<file path="src/rtl/comp_cic_seq.sv">
// rtl/comp_cic_seq.sv - CIC compensation FIR sequencer: delay line, MAC control, round/saturate output
module comp_cic_seq #(
  parameter int Win    = 16,
  parameter int Wcoef  = 18,
  parameter int Waccum = 34,
  parameter int Wout   = 16,
  parameter int NTAPS  = 16,
  parameter int SHIFT  = 17,
  parameter int Waddr  = $clog2(NTAPS)
) (
  input  logic              clk,
  input  logic              ic_rst,
  input  logic [Win-1:0]    id_in,
  input  logic              ic_val_in,
  output logic              oc_ready,
  output logic [Win-1:0]    od_reg_desp,
  output logic [Waddr-1:0]  od_coef_addr,
  output logic              oc_en_acc,
  output logic              oc_rst_acc,
  input  logic [Waccum-1:0] id_acc,
  output logic [Wout-1:0]   od_out,
  output logic              oc_val_out,
  output logic              od_ovr
);

  if (Win + Wcoef > Waccum + 1) begin : g_width_chk
    $error("accumulator too narrow for sample x coefficient product");
  end

  typedef enum logic [2:0] {IDLE, CLR, MAC, FLUSH, OUT} state_t;

  localparam logic [Waddr-1:0] LAST = Waddr'(NTAPS - 1);
  localparam logic signed [Waccum:0] RND =
    {{(Waccum + 1 - SHIFT){1'b0}}, 1'b1, {(SHIFT - 1){1'b0}}};
  localparam logic signed [Waccum:0] OMAX =
    {{(Waccum + 2 - Wout){1'b0}}, {(Wout - 1){1'b1}}};
  localparam logic signed [Waccum:0] OMIN =
    {{(Waccum + 2 - Wout){1'b1}}, {(Wout - 1){1'b0}}};

  state_t           state_q;
  logic [Win-1:0]   dline_q [NTAPS];
  logic [Waddr-1:0] wptr_q, rptr_q, k_q, addr_q;
  logic [Win-1:0]   desp_q;
  logic [Wout-1:0]  out_q;
  logic             ready_q, en_q, rst_acc_q, val_q, ovr_q;

  logic signed [Waccum:0] rnd_d, shf_d;
  logic [Wout-1:0]        sat_d;

  // Sign-extend by one bit first so the rounding add cannot wrap.
  always_comb begin
    rnd_d = $signed({id_acc[Waccum-1], id_acc}) + RND;
    shf_d = rnd_d >>> SHIFT;
    if (shf_d > OMAX)      sat_d = OMAX[Wout-1:0];
    else if (shf_d < OMIN) sat_d = OMIN[Wout-1:0];
    else                   sat_d = shf_d[Wout-1:0];
  end

  always_ff @(posedge clk or posedge ic_rst) begin
    if (ic_rst) begin
      state_q   <= IDLE;
      for (int i = 0; i < NTAPS; i++) dline_q[i] <= '0;
      wptr_q    <= '0;
      rptr_q    <= '0;
      k_q       <= '0;
      addr_q    <= '0;
      desp_q    <= '0;
      out_q     <= '0;
      ready_q   <= 1'b1;
      en_q      <= 1'b0;
      rst_acc_q <= 1'b0;
      val_q     <= 1'b0;
      ovr_q     <= 1'b0;
    end else begin
      val_q <= 1'b0;
      if (ic_val_in && !ready_q) ovr_q <= 1'b1;
      case (state_q)
        IDLE, OUT: begin
          if (ic_val_in) begin
            dline_q[wptr_q] <= id_in;
            rptr_q    <= wptr_q;
            wptr_q    <= (wptr_q == LAST) ? '0 : wptr_q + Waddr'(1);
            addr_q    <= '0;
            rst_acc_q <= 1'b1;
            ready_q   <= 1'b0;
            state_q   <= CLR;
          end else begin
            state_q   <= IDLE;
          end
        end
        CLR: begin
          rst_acc_q <= 1'b0;
          en_q      <= 1'b1;
          desp_q    <= dline_q[rptr_q];
          rptr_q    <= (rptr_q == '0) ? LAST : rptr_q - Waddr'(1);
          addr_q    <= Waddr'(1);
          k_q       <= '0;
          state_q   <= MAC;
        end
        MAC: begin
          // Address runs one tap ahead of the operand to cover the ROM read latency.
          if (k_q == LAST) begin
            en_q    <= 1'b0;
            state_q <= FLUSH;
          end else begin
            desp_q <= dline_q[rptr_q];
            rptr_q <= (rptr_q == '0) ? LAST : rptr_q - Waddr'(1);
            k_q    <= k_q + Waddr'(1);
            if (int'(k_q) + 2 < NTAPS) addr_q <= Waddr'(int'(k_q) + 2);
          end
        end
        FLUSH: begin
          out_q   <= sat_d;
          val_q   <= 1'b1;
          ready_q <= 1'b1;
          state_q <= OUT;
        end
        default: state_q <= IDLE;
      endcase
    end
  end

  assign oc_ready     = ready_q;
  assign od_reg_desp  = desp_q;
  assign od_coef_addr = addr_q;
  assign oc_en_acc    = en_q;
  assign oc_rst_acc   = rst_acc_q;
  assign od_out       = out_q;
  assign oc_val_out   = val_q;
  assign od_ovr       = ovr_q;

endmodule
</file>
<file path="config.mk">
export PLATFORM = sky130hd
export DESIGN_NAME = comp_cic_seq
export DESIGN_NICKNAME = d
export VERILOG_FILES = /design/src/rtl/comp_cic_seq.sv
export SDC_FILE = /design/constraint.sdc
export NUM_CORES = 1
export LEC_CHECK = 0
export BUFFER_PORTS_ARGS = -buffer_cell sky130_fd_sc_hd__buf_2
export CAP_MARGIN = 40
export CORE_MARGIN = 2
export CORE_UTILIZATION = 60
export CTS_CLUSTER_DIAMETER = 40
export DETAILED_ROUTE_END_ITERATION = 12
export PLACE_DENSITY_LB_ADDON = 0.15
export SYNTH_ARGS = -nofsm -noshare
export SYNTH_HDL_FRONTEND = slang
export SYNTH_SLANG_ARGS = --single-unit
</file>
<file path="constraint.sdc">
create_clock -name clk -period 11.28 [get_ports clk]
set_input_delay 1.128 -clock clk [delete_from_list [all_inputs] [get_ports clk]]
set_output_delay 1.128 -clock clk [all_outputs]
set_load 0.05 [all_outputs]
</file>
# Word level (Yosys, flattened, before mapping)
# Cells that the tools add are included.
[classes] add_sub_neg=5 magnitude_cmp=6 eq_ne=10 mux=31 bitwise_logic=2 n_reduce_logical=17
[op_table] op="$bwmux W256" n=1
[op_table] op="$mux W16" n=6
[op_table] op="$bmux W16 S4" n=1
[op_table] op="$demux W16 S4" n=1
[op_table] op="$add A34 B18 Y35 const B" n=1
[op_table] op="$lt A32 B6 Y1 const B" n=1
[op_table] op="$mux W4" n=8
[op_table] op="$pmux W16 S2" n=1
[op_table] op="$pmux W4 S3" n=2
[op_table] op="$gt A18 B16 Y1 const B" n=1
[op_table] op="$lt A18 B16 Y1 const B" n=1
[op_table] op="$pmux W3 S4" n=1
[op_table] op="$ge A5 B5 Y1 const B" n=2
[op_table] op="$not A4 Y5" n=2
[op_table] op="$reduce_and A2 Y1" n=5
[op_table] op="$add A4 B1 Y4 const B" n=2
[op_table] op="$eq A4 B4 Y1 const B" n=2
[op_table] op="$ne A2 B2 Y1 const B" n=4
[op_table] op="$pmux W4 S2" n=1
[op_table] op="$eq A3 B2 Y1 const B" n=2
[op_table] op="$pmux W1 S2" n=3
[op_table] op="$reduce_bool A2 Y1" n=3
[op_table] op="$add A4 B2 Y5 const B" n=1
[op_table] op="$lt A5 B1 Y1 const B" n=1
[op_table] op="13 further kinds" n=18
[totals] reg_bits=312 inputBits=53 out_inout_bits=41 wordCells=99

# Depth between registers and ports, before layout
[depth] depth_word=6 ltp_mapped=10 depth_no_buf=7

# Worst setup path before layout
# Ideal clock, no wire load.
[synth_path] kind="in2reg" start="input port id_acc[16]" end="register out_q[11], in the netlist od_out[11]" setup_ns=0.121 t_arrival_ns=2.488 required_time_ns=11.159 path_slack_ns=8.671 stages=7 n_path_buf=1 path_cell_list="ha_1 -> nand3_1 -> nor3_4 -> a31oi_1 -> a311o_2 -> buf_6 -> o22a_1"
[synth_via] elab_chain_cells=4
[synth_lines] element="from (decl)" line_no="20" text="input logic [Waccum-1:0] id_acc,"
[synth_lines] element="$add A34 B18 Y35 (*)" line_no="52" text="rnd_d = $signed({id_acc[Waccum-1], id_acc}) + RND;"
[synth_lines] element="$lt A18 B16 Y1" line_no="55" text="else if (shf_d < OMIN) sat_d = OMIN[Wout-1:0];"
[synth_lines] element="$mux W16" line_no="55"
[synth_lines] element="$mux W16 (*)" line_no="54" text="if (shf_d > OMAX) sat_d = OMAX[Wout-1:0];"
[synth_lines] element="to (signal assigned)" line_no="113" text="out_q <= sat_d;"
[synth_lines] element="to (decl)" line_no="44" text="logic [Wout-1:0] out_q;"
# Every way passes the cells marked *; elsewhere a longest branch is shown, timed or not.
# A chain may end at the register's enable or synchronous reset.

# Worst setup path after layout
[layout_path] start="register rptr_q[0]" end="register desp_q[2], in the netlist od_reg_desp[2]"
[layout_via] elab_chain_cells=6
[layout_lines] element="from (decl)" line_no="42" text="logic [Waddr-1:0] wptr_q, rptr_q, k_q, addr_q;"
[layout_lines] element="from (signal assigned)" line_no="81" text="rptr_q <= wptr_q;"
[layout_lines] element="from (signal assigned)" line_no="95" text="rptr_q <= (rptr_q == '0) ? LAST : rptr_q - Waddr'(1);"
[layout_lines] element="from (signal assigned)" line_no="107" text="rptr_q <= (rptr_q == '0) ? LAST : rptr_q - Waddr'(1);"
[layout_lines] element="$not A4 Y5 (not written as such) (*)" line_no="94, 106"
[layout_lines] element="$bmux W16 S4 (*)" line_no="94, 106"
[layout_lines] element="$mux W16 (not written as such) (*) (2 in a row)" line_no="94, 106"
[layout_lines] element="$mux W16" line_no="102" text="if (k_q == LAST) begin"
[layout_lines] element="$pmux W16 S2 (*)" line_no="77" text="case (state_q)"
[layout_lines] element="to (signal assigned)" line_no="94" text="desp_q <= dline_q[rptr_q];"
[layout_lines] element="to (signal assigned)" line_no="106" text="desp_q <= dline_q[rptr_q];"
[layout_lines] element="to (decl)" line_no="43" text="logic [Win-1:0] desp_q;"
# Every way passes the cells marked *; elsewhere a longest branch is shown, timed or not. The select of a mux whose other input is x is not followed.

==> summary.txt <==
CTS
  – Bufs on Longest Clock Path: 3
  – Clock transition at path regs: 60 ps
  – Hold buffers post-CTS: 0
  – TritonCTS clock tree: done
  – Htree depth: 2
  – Clock sink count: 312
  – CTS Root Cell: clkbuf_16
  – Clock insertion delay at the later pin of the skew report: 520 ps
  – CTS Buf Count: 42
  – Post-CTS sizing: 0
  – Post-CTS Setup Bufs: 0

Placed design
  – Placed Area: 0.01513 mm2
  – DP HPWL: 18390 um
  – Placer congestion estimate: 0.8208
  – IO Port Bufs: 77

Worst hold path
  – Min-delay worst type: reg -> reg
  – Hold Crit Endpoint: od_ovr$_DFFE_PP0P_
  – Hold depth: 1
  – Hold_sp: od_ovr$_DFFE_PP0P_

Floorplan
  – Die width: 159.3 um
  – CORE AREA: 0.02354 mm2
  – Rows: 56
  – Die height: 159.3 um
  – Die ar.: 0.02536 mm2
  – Num ports: 94
  – Initial Util: 61.44%

Worst setup path
  – Crit. End Element: register
  – Startpoint Class: register
  – Max incr delay on CP: 760 ps
  – Critical setup path kind: reg -> reg
  – Worst path arrival time: 3210 ps
  – RR Endpoint: od_reg_desp[2]$_DFFE_PP0P_
  – Worst R2R Path Depth: 5
  – CP required: 11680 ps
  – Worst path bufs/invs: 2
  – R2R Setup Slk: 8470 ps
  – CP max FO: 26
  – CP delay by family, top: multiplexers
  – Crit-path cells: buf_4 -> buf_12 -> mux4_2 -> mux2_2 -> a221o_1
  – RR Startpoint: rptr_q[0]$_DFFE_PP0P_
  – CP max stage cell: dfrtp_4

Detailed routing
  – Drt initial violations: 618
  – Routed Wire Length: 32450 um
  – Drt first pass iters: 4
  – Vias per cell: 6.233
  – Antenna viol nets, final: 0
  – DR WL/cell: 23.31 um
  – # DRC: 0
  – Via count: 8676

Timing
  – Unrepaired setup endpoints after global routing: false
  – Actual slew at the worst max-slew pin: 999.1 ps
  – Max-slew violations: 0
  – Fin crit period: 2807 ps
  – Final Skew: 15.73 ps
  – Setup TNS: 0 ps
  – Max frequency: 356.2 MHz
  – Final setup fails: 0
  – Hold slack: 448.9 ps
  – Slew HR: 33.39%
  – Final clock period utilization by the worst path: 24.89%
  – Final Hold Vio Count: 0

Layout
  – Most common cell after layout, fill and taps aside: dfrtp_1
  – Fin nets: 1103
  – Area grow syn2layout: 14.39%
  – Multi-input gate area in the final layout: 0.006261 mm2
  – Final instance area: 0.01655 mm2
  – Sequential cell area: 0.007815 mm2
  – Ant. Diodes: 0
  – FILL cells: 1637
  – Share of cells above drive strength 1: 48.74%
  – Most frequent cells in the layout: dfrtp_1, mux2_2, buf_2, mux4_2, clkbuf_16

Logic synthesis
  – Mean post-synth cell area: 14.79 um2
  – Yosys warning total: 0
  – Synth Area in Simple Gates: 4.844%
  – Compound-Gate Fraction of Synth Area: 4.256%
  – Number of synthesized flops with an enable pin: 0
  – Syn Nets: 1040
  – Seq cells post-synth: 312
  – Largest family of logic cells by synthesized area: multiplexers
  – Mapped Area: 0.01446 mm2
  – Top FF cell, synth: dfrtp_1
  – Post-Synthesis Cells: 978
  – Cell variety after synth: 55
  – Post-synthesis mux area share: 32.32%
  – Adder-Cell Fraction of Synth Area: 0.7785%
  – Async set or reset register ratio after synthesis: 100.0%
  – Post-synthesis sequential area ratio: 53.99%
  – Post-Synth XOR/XNOR Area: 1.090%

Power
  – Max VDD drop: 0.1616 mV
  – Leak: 7.681 nW
  – PwrDens: 288.8 mW/mm2

Run status
  – Outcome: completed

Global routing
  – Met2 GRT Util: 43.16%
  – GR Util met3: 4.871%
  – Total global-route track usage: 26.56%
  – First-pass GRT wire length: 52230 um
  – GRT overflow: 0
  – Met1 Track Usage GR: 37.50%
  – Busiest grt layer: met2
  – Vias in the first global route: 9269
  – Initial antenna violation count: 2
  – Largest net degree at the start of global routing: 175

Run
  – Max_cap viols: 0
[cell type report]
type / instances / area share (%)
sequential: 312 / 47.23
clock buffer: 58 / 7.207
clock inverter: 18 / 1.331
timing repair buffer: 93 / 3.660
inverter: 12 / 0.3176
multi-input combinational: 580 / 37.84
tap: 319 / 2.412
[how the worst max path moves through the flow]
stage | from | end | cells past startpoint
finish | rptr_q[0]$_DFFE_PP0P_ | od_reg_desp[2]$_DFFE_PP0P_ | 5
global placement | ic_val_in | dline_q[32]$_DFFE_PP0P_ | 6
global route | rptr_q[0]$_DFFE_PP0P_ | od_reg_desp[2]$_DFFE_PP0P_ | 5
detailed placement | ic_val_in | dline_q[40]$_DFFE_PP0P_ | 7
CTS | rptr_q[0]$_DFFE_PP0P_ | od_reg_desp[2]$_DFFE_PP0P_ | 5
floorplan | ic_rst | dline_q[0]$_DFFE_PP0P_ | 1
[worst reg2reg max path: stages (launching register included)]
cell,delay (ps)
dfrtp_4,760
buf_4,480
buf_12,310
mux4_2,550
mux2_2,270
a221o_1,320
[sequential cells by signal (all words and copies together) (netlist names)]
| name | flops |
|---|---|
| od_coef_addr | 4 |
| od_out | 16 |
| wptr_q | 4 |
| oc_rst_acc | 1 |
| state_q | 3 |
| k_q | 4 |
| od_ovr | 1 |
| dline_q | 256 |
| rptr_q | 4 |
| oc_ready | 1 |
| oc_val_out | 1 |
| od_reg_desp | 16 |
| oc_en_acc | 1 |
[cell usage after synthesis, drive strengths merged, types with 2 or more instances]
cell    number  area (um2)
and4         4       35.03
a221o       16       160.2
dfrtp      311        7782
and2         3       18.77
nand2       24       90.09
a21oi       21       105.1
o21ai       16       83.83
a21o         3       22.52
mux2       272        3063
nor4         3       18.77
mux4        64        1441
mux2i       17       170.2
xnor2        8       70.07
nor3b        3       33.78
o31ai        2       15.01
o22a        13       113.9
nand2b       3       18.77
ha           9       112.6
a31oi        2       12.51
inv         12       45.04
nand3       27       195.2
nand4        7       58.81
o211ai       2       15.01
and3         5       31.28
nor2b        2       12.51
buf         40       220.2
clkbuf      34       128.9
xor2        10       87.58
nor3        20       111.4
nor2        10       47.54
[power by group]
group	internal [W]	switching (W)
registers	0.00154	0.000257
clock network	0.000835	0.000492
logic	0.000820	0.000832
total	0.00320	0.00158
[metrics by stage]
stage               util (%)  total power, W  worst slack [ps]  std cells
floorplan                  -        0.003058              1524        978
global route           70.28        0.005031              8260       1392
finish                 70.28        0.004779              8473       1392
global placement       63.69        0.003365              7760       1309
CTS                    70.28        0.004805              8408       1392
detailed placement     64.28        0.003463              8215       1316
[routing by layer]
layer | share of wire (%) | wire, um | vias to the layer above
met5 | 0.071 | 23 | -
met4 | 2.3 | 755 | 4
met3 | 5.0 | 1632 | 76
met2 | 48 | 15700 | 229
met1 | 44 | 14350 | 4584
li1 | - | - | 3783
[logic make-up (layout without fill, tap and decap cells)]
| family | Yosys count | count (layout) |
|---|---|---|
| compound gates | 85 | 85 |
| xor+xnor | 18 | 18 |
| fa+ha+maj | 9 | 9 |
| buf+inv | 86 | 181 |
| flops | 312 | 312 |
| mux | 353 | 353 |
| simple gates | 115 | 115 |
Note: power is estimated with default switching activity, not from simulation.
